<file path="config.mk">
export PLATFORM = sky130hd
export DESIGN_NAME = uart_receiver
export DESIGN_NICKNAME = d
export VERILOG_FILES = /design/src/rtl/uart_receiver.sv
export SDC_FILE = /design/constraint.sdc
export NUM_CORES = 1
export LEC_CHECK = 0
export CAP_MARGIN = 20
export CORE_ASPECT_RATIO = 0.8
export CORE_UTILIZATION = 48
export DETAILED_ROUTE_END_ITERATION = 7
export PLACE_DENSITY = 0.71
export SLEW_MARGIN = 20
export SYNTH_ARGS = -nofsm -noshare
export SYNTH_HDL_FRONTEND = slang
export SYNTH_SLANG_ARGS = --single-unit
export TNS_END_PERCENT = 20
</file>
<file path="constraint.sdc">
create_clock -name clk -period 2.85 [get_ports clk]
set_clock_uncertainty 0.1 [all_clocks]
set_input_delay 0.7125 -clock clk [delete_from_list [all_inputs] [get_ports clk]]
set_output_delay 0.7125 -clock clk [all_outputs]
set_load 0.02 [all_outputs]
</file>
<file path="src/rtl/uart_receiver.sv">
// ---------------------------------------------------------------------------
// uart_receiver
//   Serial-to-parallel UART receiver with an internal oversampling tick
//   generator. It finds the start bit, samples each data bit (LSB first) in
//   the middle of its bit period, checks 1 or 2 stop bits, and holds the
//   received byte with a ready flag and sticky framing/overrun flags.
//
// Ports
//   clk            system clock
//   rst            synchronous, active-high reset
//   serial_in      asynchronous serial line, idle high
//   dvsr           tick divisor: one oversampling tick every dvsr+1 clocks
//   stop_2         1 = two stop bits, 0 = one stop bit (latched per frame)
//   read_byte      single-cycle pulse: consumer has taken data_out
//   data_out       last accepted byte
//   byte_ready     data_out holds an unread byte
//   framing_error  sticky: a stop bit was sampled low
//   overrun_error  sticky: a byte arrived while byte_ready was set
//   bit_cnt_out    data bits received in the current frame, 0 when idle
//
// Handshake: byte_ready rises one clock after the final stop-bit sample.
// A read_byte pulse while byte_ready=1 clears byte_ready and both error
// flags on the next clock; while byte_ready=0 it is ignored. If read_byte
// lands in the same cycle a frame completes, the new byte is delivered and
// the flags reflect only that new frame.
// ---------------------------------------------------------------------------
module uart_receiver #(
  parameter int OVERSAMPLE = 16,
  parameter int DATA_BITS  = 8
) (
  input  logic                 clk,
  input  logic                 rst,
  input  logic                 serial_in,
  input  logic [31:0]          dvsr,
  input  logic                 stop_2,
  input  logic                 read_byte,
  output logic [DATA_BITS-1:0] data_out,
  output logic                 byte_ready,
  output logic                 framing_error,
  output logic                 overrun_error,
  output logic [3:0]           bit_cnt_out
);

  localparam int SW = $clog2(OVERSAMPLE);
  localparam logic [SW-1:0] S_MID    = SW'(OVERSAMPLE / 2 - 1);
  localparam logic [SW-1:0] S_END    = SW'(OVERSAMPLE - 1);
  localparam logic [3:0]    BIT_LAST = 4'(DATA_BITS - 1);

  typedef enum logic [2:0] {
    IDLE  = 3'd0,
    START = 3'd1,
    DATA  = 3'd2,
    STOP1 = 3'd3,
    STOP2 = 3'd4
  } state_e;

  // Synchronizer and tick generator
  logic                 sync1_q, rx_q;
  logic [31:0]          t_cnt_q, t_cnt_d;
  logic                 tick;

  // Frame FSM
  state_e               state_q, state_d;
  logic [SW-1:0]        s_cnt_q, s_cnt_d;
  logic [3:0]           bit_cnt_q, bit_cnt_d;
  logic [DATA_BITS-1:0] shreg_q, shreg_d;
  logic                 stop2_q, stop2_d;
  logic                 stop_err_q, stop_err_d;
  logic                 done;
  logic                 frame_err;

  // Holding register and flags
  logic [DATA_BITS-1:0] data_q, data_d;
  logic                 ready_q, ready_d;
  logic                 fe_q, fe_d;
  logic                 oe_q, oe_d;
  logic                 clr;

  // Wrap on >= rather than == so that lowering dvsr below the current count
  // only disturbs the frame in flight instead of running the counter to 2^32.
  always_comb begin
    tick    = (t_cnt_q == dvsr);
    t_cnt_d = (t_cnt_q >= dvsr) ? 32'd0 : t_cnt_q + 32'd1;
  end

  always_comb begin
    state_d    = state_q;
    s_cnt_d    = s_cnt_q;
    bit_cnt_d  = bit_cnt_q;
    shreg_d    = shreg_q;
    stop2_d    = stop2_q;
    stop_err_d = stop_err_q;
    done       = 1'b0;
    frame_err  = 1'b0;
    case (state_q)
      IDLE: begin
        if (tick && !rx_q) begin
          state_d    = START;
          s_cnt_d    = '0;
          stop2_d    = stop_2;
          stop_err_d = 1'b0;
        end
      end
      START: begin
        if (tick) begin
          if (s_cnt_q == S_MID) begin
            s_cnt_d = '0;
            if (!rx_q) begin
              state_d   = DATA;
              bit_cnt_d = 4'd0;
            end else begin
              state_d = IDLE;  // too short to be a start bit
            end
          end else begin
            s_cnt_d = s_cnt_q + SW'(1);
          end
        end
      end
      DATA: begin
        if (tick) begin
          if (s_cnt_q == S_END) begin
            s_cnt_d   = '0;
            shreg_d   = {rx_q, shreg_q[DATA_BITS-1:1]};
            bit_cnt_d = bit_cnt_q + 4'd1;
            if (bit_cnt_q == BIT_LAST) state_d = STOP1;
          end else begin
            s_cnt_d = s_cnt_q + SW'(1);
          end
        end
      end
      STOP1: begin
        if (tick) begin
          if (s_cnt_q == S_END) begin
            s_cnt_d = '0;
            if (stop2_q) begin
              stop_err_d = !rx_q;
              state_d    = STOP2;
            end else begin
              frame_err = !rx_q;
              done      = 1'b1;
              state_d   = IDLE;
              bit_cnt_d = 4'd0;
            end
          end else begin
            s_cnt_d = s_cnt_q + SW'(1);
          end
        end
      end
      STOP2: begin
        if (tick) begin
          if (s_cnt_q == S_END) begin
            s_cnt_d   = '0;
            frame_err = stop_err_q | !rx_q;
            done      = 1'b1;
            state_d   = IDLE;
            bit_cnt_d = 4'd0;
          end else begin
            s_cnt_d = s_cnt_q + SW'(1);
          end
        end
      end
      default: state_d = IDLE;
    endcase
  end

  // A read accepted in the completion cycle makes the old flags irrelevant,
  // so the new frame's status replaces them instead of accumulating.
  always_comb begin
    data_d  = data_q;
    ready_d = ready_q;
    fe_d    = fe_q;
    oe_d    = oe_q;
    clr     = read_byte && ready_q;
    if (done) begin
      fe_d = clr ? frame_err : (fe_q | frame_err);
      if (!ready_q || read_byte) begin
        data_d  = shreg_q;
        ready_d = 1'b1;
        oe_d    = clr ? 1'b0 : oe_q;
      end else begin
        oe_d = 1'b1;  // new byte dropped, unread byte kept
      end
    end else if (clr) begin
      ready_d = 1'b0;
      fe_d    = 1'b0;
      oe_d    = 1'b0;
    end
  end

  always_ff @(posedge clk) begin
    if (rst) begin
      sync1_q    <= 1'b1;
      rx_q       <= 1'b1;
      t_cnt_q    <= '0;
      state_q    <= IDLE;
      s_cnt_q    <= '0;
      bit_cnt_q  <= '0;
      shreg_q    <= '0;
      stop2_q    <= 1'b0;
      stop_err_q <= 1'b0;
      data_q     <= '0;
      ready_q    <= 1'b0;
      fe_q       <= 1'b0;
      oe_q       <= 1'b0;
    end else begin
      sync1_q    <= serial_in;
      rx_q       <= sync1_q;
      t_cnt_q    <= t_cnt_d;
      state_q    <= state_d;
      s_cnt_q    <= s_cnt_d;
      bit_cnt_q  <= bit_cnt_d;
      shreg_q    <= shreg_d;
      stop2_q    <= stop2_d;
      stop_err_q <= stop_err_d;
      data_q     <= data_d;
      ready_q    <= ready_d;
      fe_q       <= fe_d;
      oe_q       <= oe_d;
    end
  end

  assign data_out      = data_q;
  assign byte_ready    = ready_q;
  assign framing_error = fe_q;
  assign overrun_error = oe_q;
  assign bit_cnt_out   = bit_cnt_q;

endmodule
</file>
==> out/qor.yml, run 1 <==
global_routing:
  grt_pass1_vias: 3424
  grt_pass1_wl_um: 15800
  grt_use_total_pct: 24.1
  grt_max_degree: 36
  antenna_found_initial: 0
  overflow: 0
sta:
  fin_ws_ns: 0.0944
  rsz0062_at_grt: "yes"
  slew_viol_final: 0
  timing.hold.ws_ns: 0.319
  final.min_clock_period_ns: 2.76
  relSlewSlack_pct: 54.4
  tightest_slew_ns: 0.682
  finalHoldViolCount: 0
  max_freq_mhz: 363
  period_share_pct: 96.7
  setup_viol: 0
route:
  routed_wl_um: 9530
  drtPass1Iterations: 5
  drc: 0
  first_iter_violations: 201
  vias: 3687
  post_drt_via_cell_ratio: 5.73
  antenna_left: 0
  wire_per_inst_um: 14.8
cells_and_area:
  fillers: 628
  syn2layout_area_growth_pct: 28.8
  nNetsFinal: 606
  diodes: 0
  drive_gt1_share_pct: 14.7
  final_util_pct: 65.8
yosys:
  synth-edff-count: 0
  synth_nets: 534
  synth-seq-area-share_pct: 34.0
  ys.flop_type: "dfxtp_1"
  synth_warnings: 0
  yosysUniqueCellTypes: 50
  netlist_area_sq_um: 3880
  synth.avg_cell_area_sq_um: 8.41
  ys_seq_elements: 66
  synth_cells: 462
  async_flop_share_pct: 0
clock_network:
  clk_latency_ns: 0.35
  hold_buffers: 0
  cts_sinks: 66
  clk_pin_slew_ns: 0.08
  root_buffer: "clkbuf_8"
  cts-htree-levels: 3
  numCtsBuffers: 9
  cts.path.max_buffers: 2
  tritoncts: "yes"
floorplan:
  rows: 28
  ios: 52
  start_util_pct: 51.1
  die_w_um: 103
  die-area_sq_um: 8460
  die_y_um: 82.5
  coreArea_sq_um: 7600
hold_path:
  timing.hold.worst.class: "reg -> reg"
setup_path:
  path_delay_family: "buffers and inverters"
  path_class: "in -> reg"
  cp-start-kind: "primary input"
  r2r_slack_ns: 0.41
  critPathRequiredTime_ns: 3.00
  path_cells: "clkdlybuf4s50_1 > inv_1 > ha_1 > and3_1 > a221oi_2 > buf_4 > o221a_2 > o32ai_2 > buf_4 > nor4_1"
  cp.arrival_ns: 2.91
  crit_buf_inv: 4
  slowest_stage: "clkdlybuf4s50_1"
  worst_path_most_repeated_cell: "buf_4"
  endpoint_kind: "flop"
  cp_max_fo: 12
  max_stage_delay_ns: 0.45
power_and_ir_drop:
  ir_worst_vdd_v: 0.000217
  pwr_density_cell_nw_per_um2: 364
  p_leak_nw: 2.02
placed_design:
  port_buffers: 51
  gp_congestion: 0.837
  dp_hpwl_um: 6940
  pre_cts_ws_ns: -0.396
run_status:
  run_status: "finished, final reports clean"
run:
  cap_violations: 0
## worst register-to-register path, stage by stage (launching register included)
cell and delay [ns]:
dfxtp_1 0.67, nor2_4 0.08, xor2_1 0.57, o22ai_1 0.31
or4_4 0.53, a21oi_2 0.12
## final timing paths
| kind | start | endpoint | cells past startpoint |
|---|---|---|---|
| setup / recovery | dvsr[3] | t_cnt_q[14] | 10 |
| hold / removal | sync1_q | rx_q | 1 |
| setup reg to reg | state_q[1] | state_q[2] | 5 |
| hold reg to reg | sync1_q | rx_q | 1 |
## sequential cells by signal (all words and copies together), names as in the netlist
name and cells:
bit_cnt_out 4, byte_ready 1, data_out 8, framing_error 1, overrun_error 1, rx_q 1
s_cnt_q 4, shreg_q 8, state_q 3, stop2_q 1, stop_err_q 1, sync1_q 1
t_cnt_q 32
## metal layers
layer	vias to the layer above	wire (um)	GRT usage, %
met3	10	545	5.22
li1	1841	-	-
met4	0	129	8.00
met1	1743	4550	33.7
met2	93	4300	36.6
met5	-	0	0
## through the flow
stage / instance area (sq um) / total power, mW / std cells / setup TNS (ns)
detailed placement: 4710 / 1.14 / 627 / -15.18
global placement: 4710 / 1.13 / 627 / -13.84
CTS: 4890 / 1.82 / 643 / 0
finish: 5000 / 1.82 / 644 / 0
floorplan: 3880 / 1.04 / 462 / 0
global route: 5000 / 1.89 / 644 / -0.290
## kinds of logic after synthesis
family,Yosys count,synth area share (%)
multiplexers,2,0.515
adder cells (fa/ha/maj),35,11.3
XOR/XNOR,32,7.21
AND/OR/NAND/NOR,179,27.4
buffers and inverters,63,6.57
AO/OA/AOI/OAI,85,13.0
flip-flops,66,34.0
## cell type report
| type | instances | area, sq um | share of cell area [%] |
|---|---|---|---|
| clock inverter | 6 | 42.5 | 0.850 |
| sequential | 66 | 1320 | 26.4 |
| clock buffer | 10 | 128 | 2.55 |
| tap | 105 | 131 | 2.63 |
| multi-input combinational | 333 | 2420 | 48.4 |
| inverter | 38 | 143 | 2.85 |
| timing repair buffer | 86 | 815 | 16.3 |
## power breakdown
group | internal (mW) | leakage (nW) | total [mW] | switching [mW]
clock | 0.317 | 0.0827 | 0.694 | 0.377
combinational | 0.0980 | 1.41 | 0.185 | 0.0867
sequential | 0.928 | 0.533 | 0.939 | 0.0116
total | 1.34 | 2.02 | 1.82 | 0.476
## synth_stat cells (all sizes together), types with 3 or more instances
cell type / count / area (sq um)
a21o: 7 / 52.6
a21oi: 40 / 200
and3: 9 / 56.3
and4: 10 / 90.1
buf: 6 / 41.3
clkbuf: 19 / 71.3
dfxtp: 66 / 1320
ha: 35 / 438
inv: 38 / 143
nand2: 29 / 109
nand2b: 3 / 18.8
nand3: 27 / 135
nand4: 27 / 181
nand4b: 3 / 26.3
nor2: 15 / 63.8
nor3: 3 / 15.0
nor4: 35 / 240
o21ai: 18 / 90.1
or2: 3 / 18.8
or4: 6 / 45.0
xnor2: 7 / 61.3
xor2: 25 / 219
## layout by cell type (no fill, tap or decap), types with 8 or more instances in the layout
cell type / Yosys / routed
o21ai_0: 18 / 18
xor2_1: 25 / 25
nand4_1: 25 / 25
nor4_1: 33 / 26
nand3_1: 27 / 27
inv_1: 38 / 38
dfxtp_1: 66 / 66
nor2_1: 14 / 13
ha_1: 35 / 34
clkbuf_8: 0 / 9
and3_1: 9 / 9
a21oi_1: 40 / 37
clkdlybuf4s50_1: 0 / 51
nand2_1: 29 / 29
and4_1: 8 / 8
buf_4: 2 / 31
## timing repair
item	CTS	global route
setup endpoints to repair	1	40
pin swaps	0	8
setup buffers	0	1
gates resized for setup	1	18
Power figures use the tool's default switching activity.
==> run 2: changes to the inputs <==
--- a/config.mk
+++ b/config.mk
@@ -5,11 +5,11 @@
 export SDC_FILE = /design/constraint.sdc
 export NUM_CORES = 1
 export LEC_CHECK = 0
-export CAP_MARGIN = 20
 export CORE_ASPECT_RATIO = 0.8
 export CORE_UTILIZATION = 48
 export DETAILED_ROUTE_END_ITERATION = 7
 export PLACE_DENSITY = 0.71
+export SKIP_CTS_REPAIR_TIMING = 1
 export SLEW_MARGIN = 20
 export SYNTH_ARGS = -nofsm -noshare
 export SYNTH_HDL_FRONTEND = slang
==> out/qor.yml, run 2 (same netlist as run 1, synthesis figures left out) <==
run_status:
  run_status: "finished, final reports clean"  # unchanged
sta:
  finalHoldViolCount: 0  # unchanged
  max_freq_mhz: 362  # was 363 MHz
  rsz0062_at_grt: "yes"  # unchanged
  setup_viol: 0  # unchanged
  timing.hold.ws_ns: 0.321  # was 0.319 ns
  slew_viol_final: 0  # unchanged
  final.min_clock_period_ns: 2.76  # about the same
  tightest_slew_ns: 0.691  # was 0.682 ns
  fin_ws_ns: 0.0864  # was 0.0944 ns
  relSlewSlack_pct: 53.7  # was 54.4%
  period_share_pct: 97.0  # was 96.7%
setup_path:
  r2r_start: "state_q[1]"  # unchanged
  path_class: "in -> reg"  # unchanged
  endpoint_kind: "flop"  # unchanged
  critPathRequiredTime_ns: 3.01  # was 3.00 ns
  reg2reg_depth: 5  # unchanged
  worstReg2RegEnd: "state_q[2]"  # unchanged
  critPathCapture: "state_q[1]"  # was t_cnt_q[14]
  cp-start-kind: "primary input"  # unchanged
  crit_start: "dvsr[10]"  # was dvsr[3]
  cp_max_fo: 6  # was 12
  path_cells: "clkdlybuf4s50_1 > inv_1 > ha_1 > nand4_1 > nor4_2 > buf_4 > a21oi_2 > or4_4 > a31oi_1"  # was clkdlybuf4s50_1 > inv_1 > ha_1 > and3_1 > a221oi_2 > buf_4 > o221a_2 > o32ai_2 > buf_4 > nor4_1
  r2r_slack_ns: 0.40  # was 0.41 ns
  slowest_stage: "clkdlybuf4s50_1"  # unchanged
  cp.arrival_ns: 2.92  # was 2.91 ns
  max_stage_delay_ns: 0.48  # was 0.45 ns
route:
  wire_per_inst_um: 14.8  # about the same
  vias: 3677  # was 3687
  drc: 0  # unchanged
  routed_wl_um: 9500  # was 9530 um
  first_iter_violations: 208  # was 201
  drtPass1Iterations: 5  # unchanged
  post_drt_via_cell_ratio: 5.71  # was 5.73
  antenna_left: 0  # unchanged
global_routing:
  grt_pass1_wl_um: 15800  # about the same
  grt_use_total_pct: 24.1  # unchanged
  antenna_found_initial: 0  # unchanged
  grt_max_degree: 36  # unchanged
  grt_pass1_vias: 3426  # was 3424
  overflow: 0  # unchanged
clock_network:
  clk_pin_slew_ns: 0.08  # about the same
  root_buffer: "clkbuf_8"  # unchanged
  clk_latency_ns: 0.35  # about the same
  cts-htree-levels: 3  # unchanged
  numCtsBuffers: 9  # unchanged
  cts.path.max_buffers: 2  # unchanged
  cts_sinks: 66  # unchanged
  tritoncts: "yes"  # unchanged
power_and_ir_drop:
  intPower_mw: 1.34  # about the same
  pwr_density_cell_nw_per_um2: 364  # about the same
  p_switching_uw: 477  # was 476 uW
  pwr-share-clk_pct: 38.2  # about the same
  p_seq_share_pct: 51.6  # was 51.7%
  p_comb_share_pct: 10.2  # about the same
  p_sw_share_pct: 26.2  # about the same
  p_leak_nw: 2.02  # unchanged
  ir_worst_vdd_v: 0.000217  # about the same
floorplan:
  die_w_um: 103  # unchanged
  coreArea_sq_um: 7600  # unchanged
  rows: 28  # unchanged
  die_y_um: 82.5  # unchanged
  ios: 52  # unchanged
  start_util_pct: 51.1  # unchanged
  die-area_sq_um: 8460  # unchanged
placed_design:
  gp_congestion: 0.837  # unchanged
  port_buffers: 51  # unchanged
  dp_hpwl_um: 6940  # unchanged
  pre_cts_ws_ns: -0.396  # unchanged
  dp.cells: 627  # unchanged
run:
  cap_violations: 0  # unchanged
cells_and_area:
  top_register: "t_cnt_q"  # unchanged
  instances_no_fill: 644  # unchanged
  diodes: 0  # unchanged
  drive_gt1_share_pct: 14.7  # unchanged
  syn2layout_area_growth_pct: 28.8  # unchanged
  final_common_cell: "dfxtp_1"  # unchanged
  final_cell_mix: "66 x dfxtp_1, 51 x clkdlybuf4s50_1, 38 x inv_1"  # unchanged
  fillers: 630  # was 628
  largest_register_ffs: 32  # unchanged
  nNetsFinal: 606  # unchanged
hold_path:
  timing.hold.worst.class: "reg -> reg"  # unchanged
run 2: cell counts in the layout (fill, tap and decap cells not counted):
Identical to the previous run, type by type.
run 2: worst max-delay path, delay by kind of cell:
| family | cells | cell delay [ns] |
|---|---|---|
| fa+ha+maj | 1 | 0.29 |
| compound gates | 2 | 0.25 |
| buf+inv | 3 | 0.70 |
| simple gates | 3 | 0.97 |
run 2: power groups by stage:
stage	Sequential, mW	Clock, mW	Combinational [mW]
finish	0.940	0.695	0.185
global route	0.941	0.748	0.205
CTS	0.939	0.707	0.177
detailed placement	0.960	0	0.176
global placement	0.960	0	0.172
floorplan	0.955	0	0.0882
run 2: area by class of cell:
type	count	area [sq um]	share of cell area (%)
Tap cell	105	131	2.63
Sequential cell	66	1320	26.4
Timing Repair Buffer	86	815	16.3
Inverter	38	143	2.85
Clock inverter	6	42.5	0.850
Multi-Input combinational cell	333	2420	48.4
Clock buffer	10	128	2.55
run 2: layer usage:
metal	track usage (%)	vias to the layer above	share of wire (%)
li1	-	1851	-
met3	5.22	10	4.8
met1	33.8	1731	49
met4	8.00	0	1.3
met5	0	-	0
met2	36.5	85	45
run 2: metrics by stage:
| step | cell area [sq um] | utilization, % | setup TNS, ns | power (mW) |
|---|---|---|---|---|
| 2_1_floorplan | 3880 | - | 0 | 1.04 |
| 3_3_place_gp | 4710 | 62.0 | -13.84 | 1.13 |
| 3_5_place_dp | 4710 | 62.0 | -15.18 | 1.14 |
| 4_1_cts | 4880 | 64.3 | -0.0316 | 1.82 |
| 5_1_grt | 5000 | 65.8 | -0.278 | 1.89 |
| 6_report | 5000 | 65.8 | 0 | 1.82 |
run 2: worst min path at each step:
stage / from / to / slack (ns) / cells past startpoint
2_1_floorplan: sync1_q / rx_q / 0.29 / 1
3_3_place_gp: sync1_q / rx_q / 0.29 / 1
3_5_place_dp: sync1_q / rx_q / 0.30 / 1
4_1_cts: sync1_q / rx_q / 0.32 / 1
5_1_grt: sync1_q / rx_q / 0.34 / 1
6_report: sync1_q / rx_q / 0.32 / 1
